`config.mk`:
```
export PLATFORM = sky130hd
export DESIGN_NAME = sprite_blitter_flat
export DESIGN_NICKNAME = d
export VERILOG_FILES = /design/src/rtl/sprite_pkg.sv /design/src/rtl/sprite_blitter_if.sv /design/src/rtl/sprite_scan_counter.sv /design/src/rtl/sprite_blitter.sv /design/src/flat_wrapper.sv
export SDC_FILE = /design/constraint.sdc
export NUM_CORES = 1
export LEC_CHECK = 0
export BUFFER_PORTS_ARGS = -buffer_cell sky130_fd_sc_hd__buf_2
export CAP_MARGIN = 0
export CORE_MARGIN = 8
export CORE_UTILIZATION = 65
export CTS_BUF_LIST = sky130_fd_sc_hd__clkbuf_8
export DETAILED_ROUTE_END_ITERATION = 6
export HOLD_SLACK_MARGIN = 0.03
export PLACE_DENSITY = 0.95
export SLEW_MARGIN = 20
export SYNTH_ARGS = -nofsm -noshare
export SYNTH_HDL_FRONTEND = slang
export SYNTH_SLANG_ARGS = --single-unit
```
`constraint.sdc`:
```
create_clock -name CLOCK_50 -period 6.6 [get_ports CLOCK_50]
set_input_delay 0.33 -clock CLOCK_50 [delete_from_list [all_inputs] [get_ports CLOCK_50]]
set_output_delay 0.33 -clock CLOCK_50 [all_outputs]
set_load 0.02 [all_outputs]
```
`src/rtl/sprite_pkg.sv`:
```
// Shared constants, state encoding and helpers for the sprite blitter family.
package sprite_pkg;

   localparam int XSCREEN = 160;
   localparam int YSCREEN = 120;
   localparam int SPRITE_W = 30;
   localparam int SPRITE_H = 30;
   localparam int COLOUR_BITS = 3;

   localparam logic [COLOUR_BITS-1:0] TRANSPARENT = 3'd0;
   localparam logic [COLOUR_BITS-1:0] ERASE_COLOUR = 3'd0;
   localparam logic [COLOUR_BITS-1:0] C_BLACK = 3'd0;
   localparam logic [COLOUR_BITS-1:0] C_BLUE = 3'd1;
   localparam logic [COLOUR_BITS-1:0] C_GREEN = 3'd2;
   localparam logic [COLOUR_BITS-1:0] C_RED = 3'd4;
   localparam logic [COLOUR_BITS-1:0] C_WHITE = 3'd7;

   typedef enum logic [1:0] {
      S_IDLE,
      S_DRAW,
      S_FLUSH,
      S_DONE
   } state_t;

   function automatic int addr_width(input int w, input int h);
      return $clog2(w * h);
   endfunction

   localparam int ADDR_W = addr_width(SPRITE_W, SPRITE_H);

endpackage

```
`src/rtl/sprite_blitter_if.sv`:
```
// Start handshake, sprite ROM port and vga_adapter plot port.
interface sprite_blitter_if;
   import sprite_pkg::*;

   logic start;
   logic [7:0] sprite_x;
   logic [6:0] sprite_y;
   logic erase;
   logic busy;
   logic done;
   logic [ADDR_W-1:0] rom_address;
   logic [COLOUR_BITS-1:0] rom_q;
   logic [7:0] x;
   logic [6:0] y;
   logic [COLOUR_BITS-1:0] colour;
   logic plot;

   modport master (
      output start, sprite_x, sprite_y, erase, rom_q,
      input busy, done, rom_address, x, y, colour, plot
   );

   modport slave (
      input start, sprite_x, sprite_y, erase, rom_q,
      output busy, done, rom_address, x, y, colour, plot
   );

endinterface

```
`src/rtl/sprite_scan_counter.sv`:
```
// Raster col/row counter with clear, enable and last-pixel flag.
module sprite_scan_counter #(
   parameter int W = 30,
   parameter int H = 30,
   parameter int CW = $clog2(W),
   parameter int RW = $clog2(H)
) (
   input logic clk,
   input logic rst,
   input logic clr,
   input logic en,
   output logic [CW-1:0] col,
   output logic [RW-1:0] row,
   output logic last
);

   logic col_end;
   logic row_end;

   assign col_end = (col == CW'(W - 1));
   assign row_end = (row == RW'(H - 1));
   assign last = col_end && row_end;

   always_ff @(posedge clk or posedge rst) begin
      if (rst) begin
         col <= '0;
         row <= '0;
      end else if (clr) begin
         col <= '0;
         row <= '0;
      end else if (en) begin
         if (col_end) begin
            col <= '0;
            row <= row_end ? '0 : row + 1'b1;
         end else begin
            col <= col + 1'b1;
         end
      end
   end

endmodule

```
`src/rtl/sprite_blitter.sv`:
```
// Walks a sprite ROM and streams clipped pixel writes to the framebuffer.
module sprite_blitter
   import sprite_pkg::*;
(
   input logic CLOCK_50,
   input logic reset,
   sprite_blitter_if.slave bus
);

   localparam int CW = $clog2(SPRITE_W);
   localparam int RW = $clog2(SPRITE_H);

   state_t state, state_nx;

   logic [7:0] sx;
   logic [6:0] sy;
   logic er;
   logic flush_cnt;

   logic scan_clr, scan_en, scan_last;
   logic [CW-1:0] col;
   logic [RW-1:0] row;

   logic v0, v1;
   logic [CW-1:0] col0;
   logic [RW-1:0] row0;
   logic [ADDR_W-1:0] addr;
   logic [8:0] px;
   logic [7:0] py;
   logic hit;

   logic busy_r, done_r, plot_r;
   logic [7:0] x_r;
   logic [6:0] y_r;
   logic [COLOUR_BITS-1:0] colour_r;

   sprite_scan_counter #(.W(SPRITE_W), .H(SPRITE_H)) u_scan (
      .clk(CLOCK_50),
      .rst(reset),
      .clr(scan_clr),
      .en(scan_en),
      .col(col),
      .row(row),
      .last(scan_last)
   );

   always_comb begin
      state_nx = state;
      scan_clr = 1'b0;
      scan_en = 1'b0;
      unique case (state)
         S_IDLE: begin
            if (bus.start) begin
               state_nx = S_DRAW;
               scan_clr = 1'b1;
            end
         end
         S_DRAW: begin
            scan_en = 1'b1;
            if (scan_last) state_nx = S_FLUSH;
         end
         S_FLUSH: if (flush_cnt) state_nx = S_DONE;
         S_DONE: state_nx = S_IDLE;
         default: state_nx = S_IDLE;
      endcase
   end

   // Clip on the widened coordinates so overflow never wraps on screen.
   assign hit = v1
      && (px < 9'(XSCREEN))
      && (py < 8'(YSCREEN))
      && (er || (bus.rom_q != TRANSPARENT));

   always_ff @(posedge CLOCK_50 or posedge reset) begin
      if (reset) begin
         state <= S_IDLE;
         sx <= '0;
         sy <= '0;
         er <= 1'b0;
         flush_cnt <= 1'b0;
         busy_r <= 1'b0;
         done_r <= 1'b0;
         v0 <= 1'b0;
         v1 <= 1'b0;
         col0 <= '0;
         row0 <= '0;
         addr <= '0;
         px <= '0;
         py <= '0;
         plot_r <= 1'b0;
         x_r <= '0;
         y_r <= '0;
         colour_r <= '0;
      end else begin
         state <= state_nx;
         if (state == S_IDLE && bus.start) begin
            sx <= bus.sprite_x;
            sy <= bus.sprite_y;
            er <= bus.erase;
         end
         flush_cnt <= (state == S_FLUSH) ? ~flush_cnt : 1'b0;
         busy_r <= (state != S_IDLE);
         done_r <= (state == S_DONE);
         v0 <= scan_en;
         if (scan_en) begin
            addr <= ADDR_W'(row) * ADDR_W'(SPRITE_W) + ADDR_W'(col);
            col0 <= col;
            row0 <= row;
         end
         v1 <= v0;
         px <= {1'b0, sx} + 9'(col0);
         py <= {1'b0, sy} + 8'(row0);
         plot_r <= hit;
         if (hit) begin
            x_r <= px[7:0];
            y_r <= py[6:0];
            colour_r <= er ? ERASE_COLOUR : bus.rom_q;
         end
      end
   end

   assign bus.busy = busy_r;
   assign bus.done = done_r;
   assign bus.rom_address = addr;
   assign bus.x = x_r;
   assign bus.y = y_r;
   assign bus.colour = colour_r;
   assign bus.plot = plot_r;

endmodule

```
`src/flat_wrapper.sv`:
```
// flat-port wrapper written by rule: the top's interface ports become plain ports
module sprite_blitter_flat import sprite_pkg::*;
  (CLOCK_50, reset, bus_start, bus_sprite_x, bus_sprite_y, bus_erase, bus_rom_q, bus_busy, bus_done, bus_rom_address, bus_x, bus_y, bus_colour, bus_plot);
  sprite_blitter_if bus_i ();
  input logic CLOCK_50;
  input logic reset;
  input wire logic [$bits(bus_i.start)-1:0] bus_start;
  input wire logic [$bits(bus_i.sprite_x)-1:0] bus_sprite_x;
  input wire logic [$bits(bus_i.sprite_y)-1:0] bus_sprite_y;
  input wire logic [$bits(bus_i.erase)-1:0] bus_erase;
  input wire logic [$bits(bus_i.rom_q)-1:0] bus_rom_q;
  output wire logic [$bits(bus_i.busy)-1:0] bus_busy;
  output wire logic [$bits(bus_i.done)-1:0] bus_done;
  output wire logic [$bits(bus_i.rom_address)-1:0] bus_rom_address;
  output wire logic [$bits(bus_i.x)-1:0] bus_x;
  output wire logic [$bits(bus_i.y)-1:0] bus_y;
  output wire logic [$bits(bus_i.colour)-1:0] bus_colour;
  output wire logic [$bits(bus_i.plot)-1:0] bus_plot;
  assign bus_i.start = bus_start;
  assign bus_i.sprite_x = bus_sprite_x;
  assign bus_i.sprite_y = bus_sprite_y;
  assign bus_i.erase = bus_erase;
  assign bus_i.rom_q = bus_rom_q;
  assign bus_busy = bus_i.busy;
  assign bus_done = bus_i.done;
  assign bus_rom_address = bus_i.rom_address;
  assign bus_x = bus_i.x;
  assign bus_y = bus_i.y;
  assign bus_colour = bus_i.colour;
  assign bus_plot = bus_i.plot;
  sprite_blitter u_core (.CLOCK_50(CLOCK_50), .reset(reset), .bus(bus_i));
endmodule
```
# Yosys cells after proc, flatten, opt, wreduce, memory -nomap -nowiden
# Cells that the tools add are included.
# op_classes
add_sub_neg,5
n_mul,1
div,0
magnitude_cmp,2
eq_ne,8
shift,0
muxes,16
bitwise_logic,1
reduce_logical,13
# ops
operator,count
$mux W5,7
$add A10 B5 Y10,1
$add A5 B1 Y5 const B,2
$eq A5 B5 Y1 const B,2
$add A8 B5 Y9,1
$lt A9 B8 Y1 const B,1
$mul A5 B4 Y9 const B,1
$add A7 B5 Y8,1
$lt A8 B7 Y1 const B,1
$pmux W2 S4,1
$mux W2,3
$reduce_bool A2 Y1,3
$logic_and A1 B1 Y1,5
$eq A2 B2 Y1 const B,2
$mux W1,4
$ne A2 B1 Y1 const B,2
$mux W3,1
$reduce_and A3 Y1,1
$reduce_bool A3 Y1,1
$eq A2 B1 Y1 const B,1
$logic_not A2 Y1,1
$ne A2 B2 Y1 const B,1
$reduce_and A2 Y1,1
$logic_or A1 B1 Y1,1
$not A1 Y1,1
# word_totals
reg_bits,89
latch_bits,0
ram_bits,0
mem_bits_ro,0
inputBits,22
out_inout_bits,31
wordCells,66
memories,0

# Logic depth before layout (Yosys ltp)
# logic_depth
depth_word,5
mapped_depth,13

# Cells and area by module
# Synthesis repeated with hierarchy kept, for this count alone.
# unflattened
hier_cells,406
hier_area_um2,4595.7
# by_module_without_submodules
module,n_inst,cells_per_inst,area_per_inst_um2,seq_area_each_um2
sprite_blitter,1,341,3982.6,1951.9
sprite_scan_counter,1,65,613.1,250.2

# Worst setup path before layout
# Ideal clock, no wire load.
# synth_path
path_kind,flip-flop to flip-flop
startpoint,reg u_core.u_scan.row[0]
endpoint,reg u_core.addr[8] (netlist: u_core.bus.rom_address[8])
arrival_time_ns,3.242
required_ns,6.455
path_slack_ns,3.213
stages_incl_launch_ff,12
synth_period_minus_slack_ns,3.387
cell_sequence,dfrtp_1 -> fa_1 -> inv_1 -> fa_1 -> fa_1 -> inv_1 -> ha_1 -> and2_0 -> a22o_1 -> o21ai_0 -> or3_1 -> o221ai_1
# synth_via
elab_chain_cells,2
# synth_lines
item,line,source
"start, declared",sprite_scan_counter.sv:13,"output logic [RW-1:0] row,"
"start signal, assigned",sprite_scan_counter.sv:34,row <= row_end ? '0 : row + 1'b1;
$mul A5 B4 Y9,sprite_blitter.sv:106,addr <= ADDR_W'(row) * ADDR_W'(SPRITE_W) + ADDR_W'(col);
$add A10 B5 Y10,sprite_blitter.sv:106,
"end signal, assigned",sprite_blitter.sv:106,
"end, declared",sprite_blitter.sv:27,logic [ADDR_W-1:0] addr;
# No other way between the ends.
# A chain may end at the register's enable or synchronous reset.

# Worst setup path in the final report
# Same ends and word-level chain as after synthesis.

==> run metrics <==
dominant cell type by area after synthesis=dfrtp_1; commonest non-fill, non-tap cell in the layout=dfrtp_1; WS Path Type=reg2reg; nets=555; Vias/cell=5.676; clock transition at the registers of the reported paths=0.10 ns; Top FF cell, synth=dfrtp_1; area grow syn2layout=11.55%; distinct cell type count after synthesis=57; FILL cells=455; slew of the pin with the lowest slew margin=0.7502 ns; Hold Violations, Final=0; Pre-antenna DRT Iters=5; Die Span Y=100.2 um; share of Yosys cell area claimed by the top area cell type=0.4781; Hold Startpoint=bus_sprite_y[0]; Top Layer Used=met4; first-pass GRT wire length=15740 um; total gr overflow=0; met1 WL=3843 um; Core Region=6832 sq um; R2R setup slack=2.86 ns; Setup Skew=0.01322 ns; Detail Route Antenna Nets=0; Final Max Slew Viols=0; clock latency on the worst-skew pair=0.36 ns; # diodes=0; Critical Path End Type=flip-flop; maximum number of pins on one net before global-route repair=89; Internal=1183 uW; most frequent cells in the layout=88 x dfrtp_1, 61 x nand2_1, 52 x buf_2; Tot GR Track Use=0.1963; Setup TNS=0 ns; Design Power=1960 uW; Hold WC Path Type=in2reg; CTS max path bufs=2; Initial Util=0.6742; per-cell routed wire length=15.92 um; clock share of power=0.179; post-synthesis cell count=430; layout cells sized above 1=0.1874; mean post-synth cell area=10.71 sq um; post-synthesis sequential area ratio=0.4781; DRC viols=0; max cap viols=0; maximum VDD drop=0.2579 mV; FF+latch count, synth=88; CTS H-tree depth=3; Final WS setup=2.859 ns; WL final=9344 um; Tmin final=3.741 ns; Combinational Power Share=0.377; Mapped Nets=499; Die W=100.2 um; vias in the first global route=3451; ys async rst share=1.000; footprint of the multi-input gates=2182 sq um; arrival time at the worst endpoint=3.97 ns; R2R cell count=11; TritonCTS clock tree=done; Post-synth EDFFs=0; Max-slew headroom=0.4999; clk root buf=clkbuf_8; row cnt=30; hold-critical path depth=3; Sink Count=88; Pwr Density=381.5 nW/um^2; YS warnings=0; IO Pins=53; Register Area=2202 sq um; input/output buffers=52; cell leakage power=0.002679 uW; final cycle utilization of the critical path=0.5668; RePlAce Congestion=0.8802; DR iter-0 viols=214; worst hold path endpoint=u_core.sy[0]; pre-CTS setup slack=2.941 ns; CTS resizes=0; hold_buf cts=0; Met3 Routed Length=526 um; top cells by area, synth=dfrtp_1 48%, ha_1 10%, nand2_1 5.0%; cell area after synthesis=4606 sq um; HPWL after DPL=6958 um; via count=3332; Switching Power=776.8 uW; met2 WL post-DR=4732 um; Net Sw Frac=0.3964; CTS buffer count=9; Sequential Power Share=0.444; outcome=finished, final reports clean; fmax=267.3 MHz; final setup fails=0; RR Startpoint=u_core.u_scan.row[0]; RSZ-0062 raised after global routing=no; CP max FO=10; die area=10040 sq um; Hold WS=0.1511 ns; endpoint of the worst-slack reg-to-reg timing path=u_core.bus.rom_address[8]; Worst Setup Start Kind=flip-flop; initial antenna violation count=0; WP data required=6.82 ns; Post-CTS Setup Inserts=0
state kept, by name (all words and copies together), names as in the netlist:
signal / count
u_core.flush_cnt: 1
u_core.sx: 8
u_core.v0: 1
u_core.v1: 1
u_core.u_scan.col: 5
u_core.bus.y: 7
u_core.er: 1
u_core.bus.busy: 1
u_core.bus.plot: 1
u_core.sy: 7
u_core.row0: 5
u_core.py: 8
u_core.u_scan.row: 5
u_core.bus.rom_address: 10
u_core.state: 2
u_core.bus.done: 1
u_core.px: 9
u_core.bus.colour: 3
u_core.col0: 4
u_core.bus.x: 8
cell usage after synthesis (3+ instances only):
cell      count
dfrtp_1      88
nand2_1      61
inv_1        41
ha_1         37
nor2_1       25
o21ai_0      19
a21oi_1      18
mux2_1       15
xnor2_1      13
mux2_2       12
fa_1         10
clkbuf_1      6
o21ai_1       6
nand4_1       5
nor2b_1       5
nor3_1        5
a21o_1        4
o31ai_1       4
and3_1        3
nand2b_1      3
nor3b_1       3
or2_1         3
layout make-up:
| type | instances | share of cell area |
|---|---|---|
| clock buffers | 9 | 0.02411 |
| repair buffers | 55 | 0.05577 |
| inverters | 43 | 0.03166 |
| flip-flops and latches | 88 | 0.4286 |
| multi-input cells | 289 | 0.4247 |
| clock inverters | 7 | 0.01169 |
| well taps | 96 | 0.02338 |
through the flow:
stage	cells	area (sq um)	util
4_1_cts	587	5134	0.7515
2_1_floorplan	430	4606	-
3_3_place_gp	571	4950	0.7245
6_report	587	5137	0.7520
3_5_place_dp	571	4950	0.7245
5_1_grt	587	5137	0.7520
layer usage:
| metal | GRT usage | vias to the layer above |
|---|---|---|
| met1 | 0.2298 | 1632 |
| met3 | 0.04291 | 27 |
| met2 | 0.3354 | 110 |
| met4 | 0.09186 | 0 |
| li1 | - | 1563 |
| met5 | 0 | - |
how the worst max path moves through the flow:
stage | from | endpoint | slack [ns] | depth (start not counted)
2_1_floorplan | u_core.u_scan.row[0] | u_core.bus.rom_address[8] | 3.21 | 11
3_3_place_gp | u_core.u_scan.row[0] | u_core.bus.rom_address[8] | 3.12 | 11
3_5_place_dp | u_core.u_scan.row[0] | u_core.bus.rom_address[8] | 2.94 | 11
4_1_cts | u_core.u_scan.row[0] | u_core.bus.rom_address[8] | 2.88 | 11
5_1_grt | u_core.u_scan.row[0] | u_core.bus.rom_address[8] | 2.68 | 11
6_report | u_core.u_scan.row[0] | u_core.bus.rom_address[8] | 2.86 | 11
power by group through the flow:
stage          Clock, uW  Combinational [uW]  Sequential, uW
2_1_floorplan          0                 460             940
3_3_place_gp           0                 697             863
3_5_place_dp           0                 742             878
4_1_cts              355                 747             870
5_1_grt              380                 823             894
6_report             351                 739             870
worst max-delay path, stage by stage, from the launching register on:
cell      delay, ns
dfrtp_1        0.53
fa_1           0.61
inv_1          0.06
fa_1           0.48
fa_1           0.50
inv_1          0.05
ha_1           0.32
and2_0         0.18
a22o_1         0.22
o21ai_0        0.35
or3_1          0.19
o221ai_1       0.11
kinds of logic (layout without fill, tap and decap cells):
| kind of cell | after synthesis | in the layout | synth area share |
|---|---|---|---|
| mux | 27 | 27 | 0.06601 |
| xor+xnor | 14 | 14 | 0.02662 |
| compound gates | 76 | 76 | 0.1098 |
| flops | 88 | 88 | 0.4781 |
| simple gates | 125 | 125 | 0.1274 |
| fa+ha+maj | 47 | 47 | 0.1440 |
| buf+inv | 53 | 114 | 0.04808 |
Power figures use the tool's default switching activity.
